<file path="config.mk">
export PLATFORM = sky130hd
export DESIGN_NAME = window_loader_flat
export DESIGN_NICKNAME = d
export VERILOG_FILES = /design/src/rtl/window_loader_pkg.sv /design/src/rtl/window_loader_if.sv /design/src/rtl/window_loader_shift_reg.sv /design/src/rtl/window_loader.sv /design/src/flat_wrapper.sv
export SDC_FILE = /design/constraint.sdc
export NUM_CORES = 1
export LEC_CHECK = 0
export CORE_MARGIN = 2
export CORE_UTILIZATION = 48
export DETAILED_ROUTE_END_ITERATION = 10
export MAX_ROUTING_LAYER = met4
export PLACE_DENSITY = 0.79
export SETUP_SLACK_MARGIN = 0.2
export SLEW_MARGIN = 0
export SYNTH_ARGS = -nofsm -noshare
export SYNTH_HDL_FRONTEND = slang
export SYNTH_SLANG_ARGS = --single-unit
</file>
<file path="constraint.sdc">
create_clock -name clk -period 2.5 [get_ports clk]
set_input_delay 0.5 -clock clk [delete_from_list [all_inputs] [get_ports clk]]
set_output_delay 0.5 -clock clk [all_outputs]
set_load 0.03 [all_outputs]
</file>
<file path="src/rtl/window_loader_pkg.sv">
// Shared types and helpers for the window loader and its bench.
// Holds nucleotide codes, loader states and the window stride.
package lsh_pkg;

  typedef logic [1:0] nucleotide_t;

  localparam nucleotide_t NUC_A = 2'b00;
  localparam nucleotide_t NUC_C = 2'b01;
  localparam nucleotide_t NUC_G = 2'b10;
  localparam nucleotide_t NUC_T = 2'b11;

  typedef enum logic [2:0] {
    ST_IDLE,
    ST_FILL,
    ST_HASH_RST,
    ST_HASH_WAIT,
    ST_COMMIT,
    ST_FINISH
  } loader_state_t;

  // Consecutive windows share KMER_SIZE-1 nucleotides.
  function automatic int stride(input int window_size, input int kmer_size);
    return window_size - kmer_size + 1;
  endfunction

endpackage

</file>
<file path="src/rtl/window_loader_if.sv">
// Stream, hasher handshake and commit signals of the window loader.
// The master modport is the loader side; slave is its environment.
interface window_loader_if
  import lsh_pkg::*;
#(
  parameter int WINDOW_SIZE = 128
) ();

  logic        start;
  logic        is_reference;
  logic        nuc_valid;
  nucleotide_t nuc_data;
  logic        nuc_last;
  logic        nuc_ready;
  logic        hashing_is_done;
  nucleotide_t window [0:WINDOW_SIZE-1];
  logic [31:0] window_id;
  logic        reset_window_hasher;
  logic        ready_for_hashing;
  logic        is_insert;
  logic        is_query;
  logic        calculate_matched_window;
  logic        load_done;
  logic        window_overflow;

  modport master (
    input  start, is_reference, nuc_valid, nuc_data, nuc_last, hashing_is_done,
    output nuc_ready, window, window_id, reset_window_hasher, ready_for_hashing,
           is_insert, is_query, calculate_matched_window, load_done, window_overflow
  );

  modport slave (
    output start, is_reference, nuc_valid, nuc_data, nuc_last, hashing_is_done,
    input  nuc_ready, window, window_id, reset_window_hasher, ready_for_hashing,
           is_insert, is_query, calculate_matched_window, load_done, window_overflow
  );

endinterface

</file>
<file path="src/rtl/window_loader_shift_reg.sv">
// Window storage: WINDOW_SIZE nucleotides, newest enters at the top index,
// index 0 holds the oldest. Synchronous clear wins over shift.
module window_shift_reg
  import lsh_pkg::*;
#(
  parameter int WINDOW_SIZE = 128
) (
  input  logic        clk,
  input  logic        clear,
  input  logic        shift_en,
  input  nucleotide_t shift_in,
  output nucleotide_t window [0:WINDOW_SIZE-1]
);

  always_ff @(posedge clk) begin
    if (clear) begin
      for (int i = 0; i < WINDOW_SIZE; i++) begin
        window[i] <= NUC_A;
      end
    end else if (shift_en) begin
      for (int i = 0; i < WINDOW_SIZE - 1; i++) begin
        window[i] <= window[i + 1];
      end
      window[WINDOW_SIZE - 1] <= shift_in;
    end
  end

endmodule

</file>
<file path="src/rtl/window_loader.sv">
// Slices a 2-bit nucleotide stream into overlapping windows and sequences
// the window hasher handshake plus insert/query commits for each window.
module window_loader
  import lsh_pkg::*;
#(
  parameter int WINDOW_SIZE              = 128,
  parameter int KMER_SIZE                = 16,
  parameter int MAX_WINDOWS_IN_REFERENCE = 512,
  parameter int MAX_WINDOWS_IN_READ      = 16
) (
  input  logic            clk,
  input  logic            reset_window_loader,
  window_loader_if.master bus
);

  localparam int CNT_W = $clog2(WINDOW_SIZE + 1);
  localparam logic [CNT_W-1:0] NEED_FULL   = CNT_W'(WINDOW_SIZE);
  localparam logic [CNT_W-1:0] NEED_STRIDE = CNT_W'(stride(WINDOW_SIZE, KMER_SIZE));
  localparam logic [31:0] CAP_REF  = 32'(MAX_WINDOWS_IN_REFERENCE);
  localparam logic [31:0] CAP_READ = 32'(MAX_WINDOWS_IN_READ);

  loader_state_t    state;
  logic             mode_ref;
  logic             last_seen;
  logic             skip_window;
  logic [CNT_W-1:0] fill_cnt;
  logic [CNT_W-1:0] need;
  logic [31:0]      window_id_q;
  logic             nuc_ready_q;
  logic             reset_hasher_q;
  logic             ready_hash_q;
  logic             insert_q;
  logic             query_q;
  logic             calc_q;
  logic             load_done_q;
  logic             overflow_q;

  logic             accept;
  logic [CNT_W-1:0] fill_next;
  logic             at_capacity;
  nucleotide_t      win_q [0:WINDOW_SIZE-1];

  assign accept      = (state == ST_FILL) && bus.nuc_valid;
  assign fill_next   = fill_cnt + CNT_W'(1);
  assign at_capacity = window_id_q >= (mode_ref ? CAP_REF : CAP_READ);

  window_shift_reg #(.WINDOW_SIZE(WINDOW_SIZE)) u_shift (
    .clk      (clk),
    .clear    (reset_window_loader),
    .shift_en (accept),
    .shift_in (bus.nuc_data),
    .window   (win_q)
  );

  // Capacity is decided on the completing beat so the hasher reset pulse
  // can be registered; a skipped window still walks through COMMIT silently.
  always_ff @(posedge clk) begin
    if (reset_window_loader) begin
      state          <= ST_IDLE;
      mode_ref       <= 1'b0;
      last_seen      <= 1'b0;
      skip_window    <= 1'b0;
      fill_cnt       <= '0;
      need           <= NEED_FULL;
      window_id_q    <= '0;
      nuc_ready_q    <= 1'b0;
      reset_hasher_q <= 1'b0;
      ready_hash_q   <= 1'b0;
      insert_q       <= 1'b0;
      query_q        <= 1'b0;
      calc_q         <= 1'b0;
      load_done_q    <= 1'b0;
      overflow_q     <= 1'b0;
    end else begin
      reset_hasher_q <= 1'b0;
      insert_q       <= 1'b0;
      query_q        <= 1'b0;
      calc_q         <= 1'b0;
      load_done_q    <= 1'b0;
      case (state)
        ST_IDLE: begin
          if (bus.start) begin
            mode_ref    <= bus.is_reference;
            window_id_q <= '0;
            fill_cnt    <= '0;
            need        <= NEED_FULL;
            last_seen   <= 1'b0;
            overflow_q  <= 1'b0;
            nuc_ready_q <= 1'b1;
            state       <= ST_FILL;
          end
        end
        ST_FILL: begin
          if (accept) begin
            fill_cnt <= fill_next;
            if (fill_next == need) begin
              last_seen   <= bus.nuc_last;
              nuc_ready_q <= 1'b0;
              state       <= ST_HASH_RST;
              if (at_capacity) begin
                skip_window <= 1'b1;
                overflow_q  <= 1'b1;
              end else begin
                skip_window    <= 1'b0;
                reset_hasher_q <= 1'b1;
              end
            end else if (bus.nuc_last) begin
              nuc_ready_q <= 1'b0;
              load_done_q <= 1'b1;
              calc_q      <= ~mode_ref;
              state       <= ST_FINISH;
            end
          end
        end
        ST_HASH_RST: begin
          if (skip_window) begin
            state <= ST_COMMIT;
          end else begin
            ready_hash_q <= 1'b1;
            state        <= ST_HASH_WAIT;
          end
        end
        ST_HASH_WAIT: begin
          if (bus.hashing_is_done) begin
            ready_hash_q <= 1'b0;
            insert_q     <= mode_ref;
            query_q      <= ~mode_ref;
            state        <= ST_COMMIT;
          end
        end
        ST_COMMIT: begin
          if (!skip_window) begin
            window_id_q <= window_id_q + 32'd1;
          end
          fill_cnt <= '0;
          need     <= NEED_STRIDE;
          if (last_seen) begin
            load_done_q <= 1'b1;
            calc_q      <= ~mode_ref;
            state       <= ST_FINISH;
          end else begin
            nuc_ready_q <= 1'b1;
            state       <= ST_FILL;
          end
        end
        ST_FINISH: begin
          state <= ST_IDLE;
        end
        default: begin
          state <= ST_IDLE;
        end
      endcase
    end
  end

  assign bus.window                   = win_q;
  assign bus.window_id                = window_id_q;
  assign bus.nuc_ready                = nuc_ready_q;
  assign bus.reset_window_hasher      = reset_hasher_q;
  assign bus.ready_for_hashing        = ready_hash_q;
  assign bus.is_insert                = insert_q;
  assign bus.is_query                 = query_q;
  assign bus.calculate_matched_window = calc_q;
  assign bus.load_done                = load_done_q;
  assign bus.window_overflow          = overflow_q;

endmodule

</file>
<file path="src/flat_wrapper.sv">
// flat-port wrapper written by rule: the top's interface ports become plain ports
module window_loader_flat import lsh_pkg::*;
#(
  parameter int WINDOW_SIZE              = 128,
  parameter int KMER_SIZE                = 16,
  parameter int MAX_WINDOWS_IN_REFERENCE = 512,
  parameter int MAX_WINDOWS_IN_READ      = 16
)
  (clk, reset_window_loader, bus_start, bus_is_reference, bus_nuc_valid, bus_nuc_data, bus_nuc_last, bus_hashing_is_done, bus_nuc_ready, bus_window, bus_window_id, bus_reset_window_hasher, bus_ready_for_hashing, bus_is_insert, bus_is_query, bus_calculate_matched_window, bus_load_done, bus_window_overflow);
  window_loader_if #(.WINDOW_SIZE(WINDOW_SIZE)) bus_i ();
  input  logic clk;
  input  logic reset_window_loader;
  input wire logic [$bits(bus_i.start)-1:0] bus_start;
  input wire logic [$bits(bus_i.is_reference)-1:0] bus_is_reference;
  input wire logic [$bits(bus_i.nuc_valid)-1:0] bus_nuc_valid;
  input wire logic [$bits(bus_i.nuc_data)-1:0] bus_nuc_data;
  input wire logic [$bits(bus_i.nuc_last)-1:0] bus_nuc_last;
  input wire logic [$bits(bus_i.hashing_is_done)-1:0] bus_hashing_is_done;
  output wire logic [$bits(bus_i.nuc_ready)-1:0] bus_nuc_ready;
  output wire logic [$bits(bus_i.window)-1:0] bus_window;
  output wire logic [$bits(bus_i.window_id)-1:0] bus_window_id;
  output wire logic [$bits(bus_i.reset_window_hasher)-1:0] bus_reset_window_hasher;
  output wire logic [$bits(bus_i.ready_for_hashing)-1:0] bus_ready_for_hashing;
  output wire logic [$bits(bus_i.is_insert)-1:0] bus_is_insert;
  output wire logic [$bits(bus_i.is_query)-1:0] bus_is_query;
  output wire logic [$bits(bus_i.calculate_matched_window)-1:0] bus_calculate_matched_window;
  output wire logic [$bits(bus_i.load_done)-1:0] bus_load_done;
  output wire logic [$bits(bus_i.window_overflow)-1:0] bus_window_overflow;
  assign bus_i.start = bus_start;
  assign bus_i.is_reference = bus_is_reference;
  assign bus_i.nuc_valid = bus_nuc_valid;
  assign bus_i.nuc_data = bus_nuc_data;
  assign bus_i.nuc_last = bus_nuc_last;
  assign bus_i.hashing_is_done = bus_hashing_is_done;
  assign bus_nuc_ready = bus_i.nuc_ready;
  assign bus_window = {>>{bus_i.window}};
  assign bus_window_id = bus_i.window_id;
  assign bus_reset_window_hasher = bus_i.reset_window_hasher;
  assign bus_ready_for_hashing = bus_i.ready_for_hashing;
  assign bus_is_insert = bus_i.is_insert;
  assign bus_is_query = bus_i.is_query;
  assign bus_calculate_matched_window = bus_i.calculate_matched_window;
  assign bus_load_done = bus_i.load_done;
  assign bus_window_overflow = bus_i.window_overflow;
  window_loader #(.WINDOW_SIZE(WINDOW_SIZE), .KMER_SIZE(KMER_SIZE), .MAX_WINDOWS_IN_REFERENCE(MAX_WINDOWS_IN_REFERENCE), .MAX_WINDOWS_IN_READ(MAX_WINDOWS_IN_READ)) u_core (.clk(clk), .reset_window_loader(reset_window_loader), .bus(bus_i));
endmodule
</file>
==> results of run 1 <==
[cells by family (layout without fill, tap and decap cells)]
group,after synthesis,in the layout,synth area share (%)
muxes,1,1,0.0869
DFF,312,312,54.2
adders and majority gates,5,5,0.543
xor gates and xnor gates,25,25,1.90
and+or+nand+nor,683,683,24.1
AOI/OAI and AO/OA,324,324,15.1
buffers and inverters,114,407,4.00
[per-layer routing]
layer / wire [um] / up-vias / GRT usage (%) / part of all wire, %
li1: - / 5344 / - / -
met1: 13100 / 5050 / 29.1 / 40
met2: 15500 / 336 / 41.9 / 48
met3: 3040 / 56 / 9.17 / 9.4
met4: 837 / 0 / 7.19 / 2.6
met5: 0 / - / - / 0
[flip-flops by register name (all words and copies together), names as in the netlist, 2 cells and up]
| register | count |
|---|---|
| u_core.need | 2 |
| u_core.state | 3 |
| u_core.u_shift.window | 256 |
| u_core.bus.window_id | 32 |
| u_core.fill_cnt | 8 |
[what timing repair did]
| action | CTS | global route |
|---|---|---|
| gates resized for setup | 1 | 6 |
| setup endpoints to repair | 2 | 11 |
| hold buffers | 0 | 0 |
[synth_stat cells, types with 2 or more instances]
library cell / number
a211o_1: 2
a211oi_1: 2
a21oi_1: 275
a22oi_1: 2
a311oi_1: 3
a31oi_1: 2
and2b_2: 2
and3_1: 4
and4_1: 3
buf_1: 3
buf_2: 22
clkbuf_1: 73
clkbuf_2: 4
dfxtp_1: 312
ha_1: 5
inv_1: 12
nand2_1: 547
nand2b_1: 3
nand3_1: 14
nand3b_1: 2
nand4_1: 6
nor2_1: 50
nor2b_1: 3
nor3_1: 19
nor4_1: 8
nor4b_1: 3
o21ai_0: 19
o21bai_1: 4
o31ai_1: 2
or2_2: 2
or3_1: 9
or4_1: 3
xnor2_1: 14
xor2_1: 11
[worst max-delay path, cell delays in order, from the launching register on]
cell      delay (ps)
dfxtp_2          370
ha_1             290
and3_1           240
a31o_2           240
and4b_1          250
o211ai_4         320
nand2_1          130
a311oi_1         270
[path summary, 6_finish.rpt]
path	from	endpoint	slack, ps	cells past startpoint
worst min register to register	u_core.u_shift.window[254]	u_core.u_shift.window[254]	450	2
worst max register to register	u_core.fill_cnt[0]	u_core.state[0]	290	7
worst max-delay path	u_core.fill_cnt[0]	u_core.state[0]	290	7
worst min-delay path	reset_window_loader	u_core.fill_cnt[5]	450	2
[metrics by stage]
stage / setup slack, ps / hold slack [ps] / total power [uW] / std cells / utilization [%]
3_5_place_dp: -70.3 / 447 / 5660 / 2017 / 63.4
6_report: 288 / 449 / 10600 / 2076 / 68.4
2_1_floorplan: 360 / 436 / 5470 / 1464 / -
3_3_place_gp: -5.69 / 443 / 5660 / 2017 / 63.4
4_1_cts: 218 / 455 / 10700 / 2076 / 68.2
5_1_grt: 198 / 476 / 10900 / 2076 / 68.4
[power groups by stage]
stage	Sequential (uW)	Clock [uW]	Combinational (uW)
after CTS	5000	5100	550
after floorplan	5120	0	348
after global routing	5000	5300	608
after detailed placement	5110	0	546
after global placement	5110	0	543
final	5010	5040	556
[layout make-up]
cell class / count / area (um2)
clock buffer: 46 / 987
clock inverter: 13 / 154
sequential: 312 / 6250
timing repair buffer: 336 / 3400
multi-input combinational: 1038 / 4860
inverter: 12 / 45.0
fill: 1865 / 7450
tap: 319 / 399
==> results_dict.tcl, run 1 <==
set metrics [dict create \
    cts_buffers 34 \
    p_leak_uw 0.00526 \
    clkTransAtPathRegs_ps 60 \
    die_w_um 159 \
    finalCriticalPeriod_ps 2210 \
    track_usage_pct 25.4 \
    start_util_pct 48.9 \
    finClkSkew_ps 24.7 \
    placed_cell_area_um2 14900 \
    drv_slew 0 \
    cts_setup_buffers 0 \
    fp.dieH_um 159 \
    maxCapViolCount 0 \
    via_per_inst 5.20 \
    dieArea_um2 25200 \
    rsz0062_at_grt "no" \
    relSlewSlack_pct 61.7 \
    hp-class "in2reg" \
    h-tree-depth 2 \
    p_sw_uw 2460 \
    status "finished, final reports clean" \
    ir_drop_uv 698 \
    sw_frac_of_total_pct 23.3 \
    final_common_cell "nand2_1" \
    cp.arrival_ps 2620 \
    seq_area_frac_synth_pct 54.2 \
    grt_pass1_vias 10200 \
    grt_pass1_wl_um 52000 \
    power.internal_uw 8130 \
    n_antenna_cell 0 \
    worstPathRequired_ps 2900 \
    worstSetupPathType "reg2reg" \
    firstDrtPassIters 7 \
    antenna_found_initial 0 \
    drive_gt1_share_pct 6.03 \
    start_kind "flop" \
    drc_errors 0 \
    synthFlopType "dfxtp_1" \
    finalHoldViolations 0 \
    ios 305 \
    yosys_warnings 0 \
    syn_area_per_cell_um2 7.87 \
    cts_tree "yes" \
    cts_root_buffer "clkbuf_16" \
    tightest_slew_ps 574 \
    num_vias 10800 \
    nets 1748 \
    row_count 56 \
    crit_fanout 9 \
    combPwrFrac_pct 5.2 \
    synth.distinct_cells 53 \
    clkPwrFrac_pct 47.5 \
    grt-ovfl-total 0 \
    power_density_nw_per_um2 659 \
    grt_max_degree 72 \
    min_period_over_period_pct 88.5 \
    synth_top_area_cell "dfxtp_1" \
    netlist_area_um2 11500 \
    synth-seq-cells 312 \
    syn-num-nets 1478 \
    place_congestion 0.868 \
    synth-edff-count 0 \
    synth_top_area_share_pct 54.2 \
    routed_wl_um 32400 \
    setup_viol 0 \
    end_kind "flop" \
    fin_area_um2 16100 \
    drtAntennaViolNets 0 \
    wl_per_cell_um 15.6 \
    numPortBuffers 304 \
    area_growth_pct 39.7 \
    first_iter_violations 819 \
    ys_async_sr_fraction_pct 0 \
    clock_latency_ps 510 \
    yosys-top-cells-area "dfxtp_1 (54%), nand2_1 (18%), a21oi_1 (12%), clkbuf_1 (2.4%), nor2_1 (1.6%)" \
    cts_sinks 312 \
    coreArea_um2 23500 \
    clk_path_buf_depth 3 \
    fmax_mhz 452 \
    pwr-share-seq_pct 47.2 \
    dp_hpwl_um 21300 \
    layout_common_cells "nand2_1 (546), dfxtp_1 (311), clkdlybuf4s50_1 (302)" \
    syn-instance-count 1464 \
    final.setup.tns_ps 0 \
]
(Power assumes the default switching activity.)
==> inputs of run 2 (changes only) <==
--- a/config.mk
+++ b/config.mk
@@ -8,6 +8,7 @@
 export CORE_MARGIN = 2
 export CORE_UTILIZATION = 48
 export DETAILED_ROUTE_END_ITERATION = 10
+export HOLD_SLACK_MARGIN = 0.1
 export MAX_ROUTING_LAYER = met4
 export PLACE_DENSITY = 0.79
 export SETUP_SLACK_MARGIN = 0.2
==> results of run 2 <==
Same layout as run 1: the final DEF is identical, and so are final timing and power.
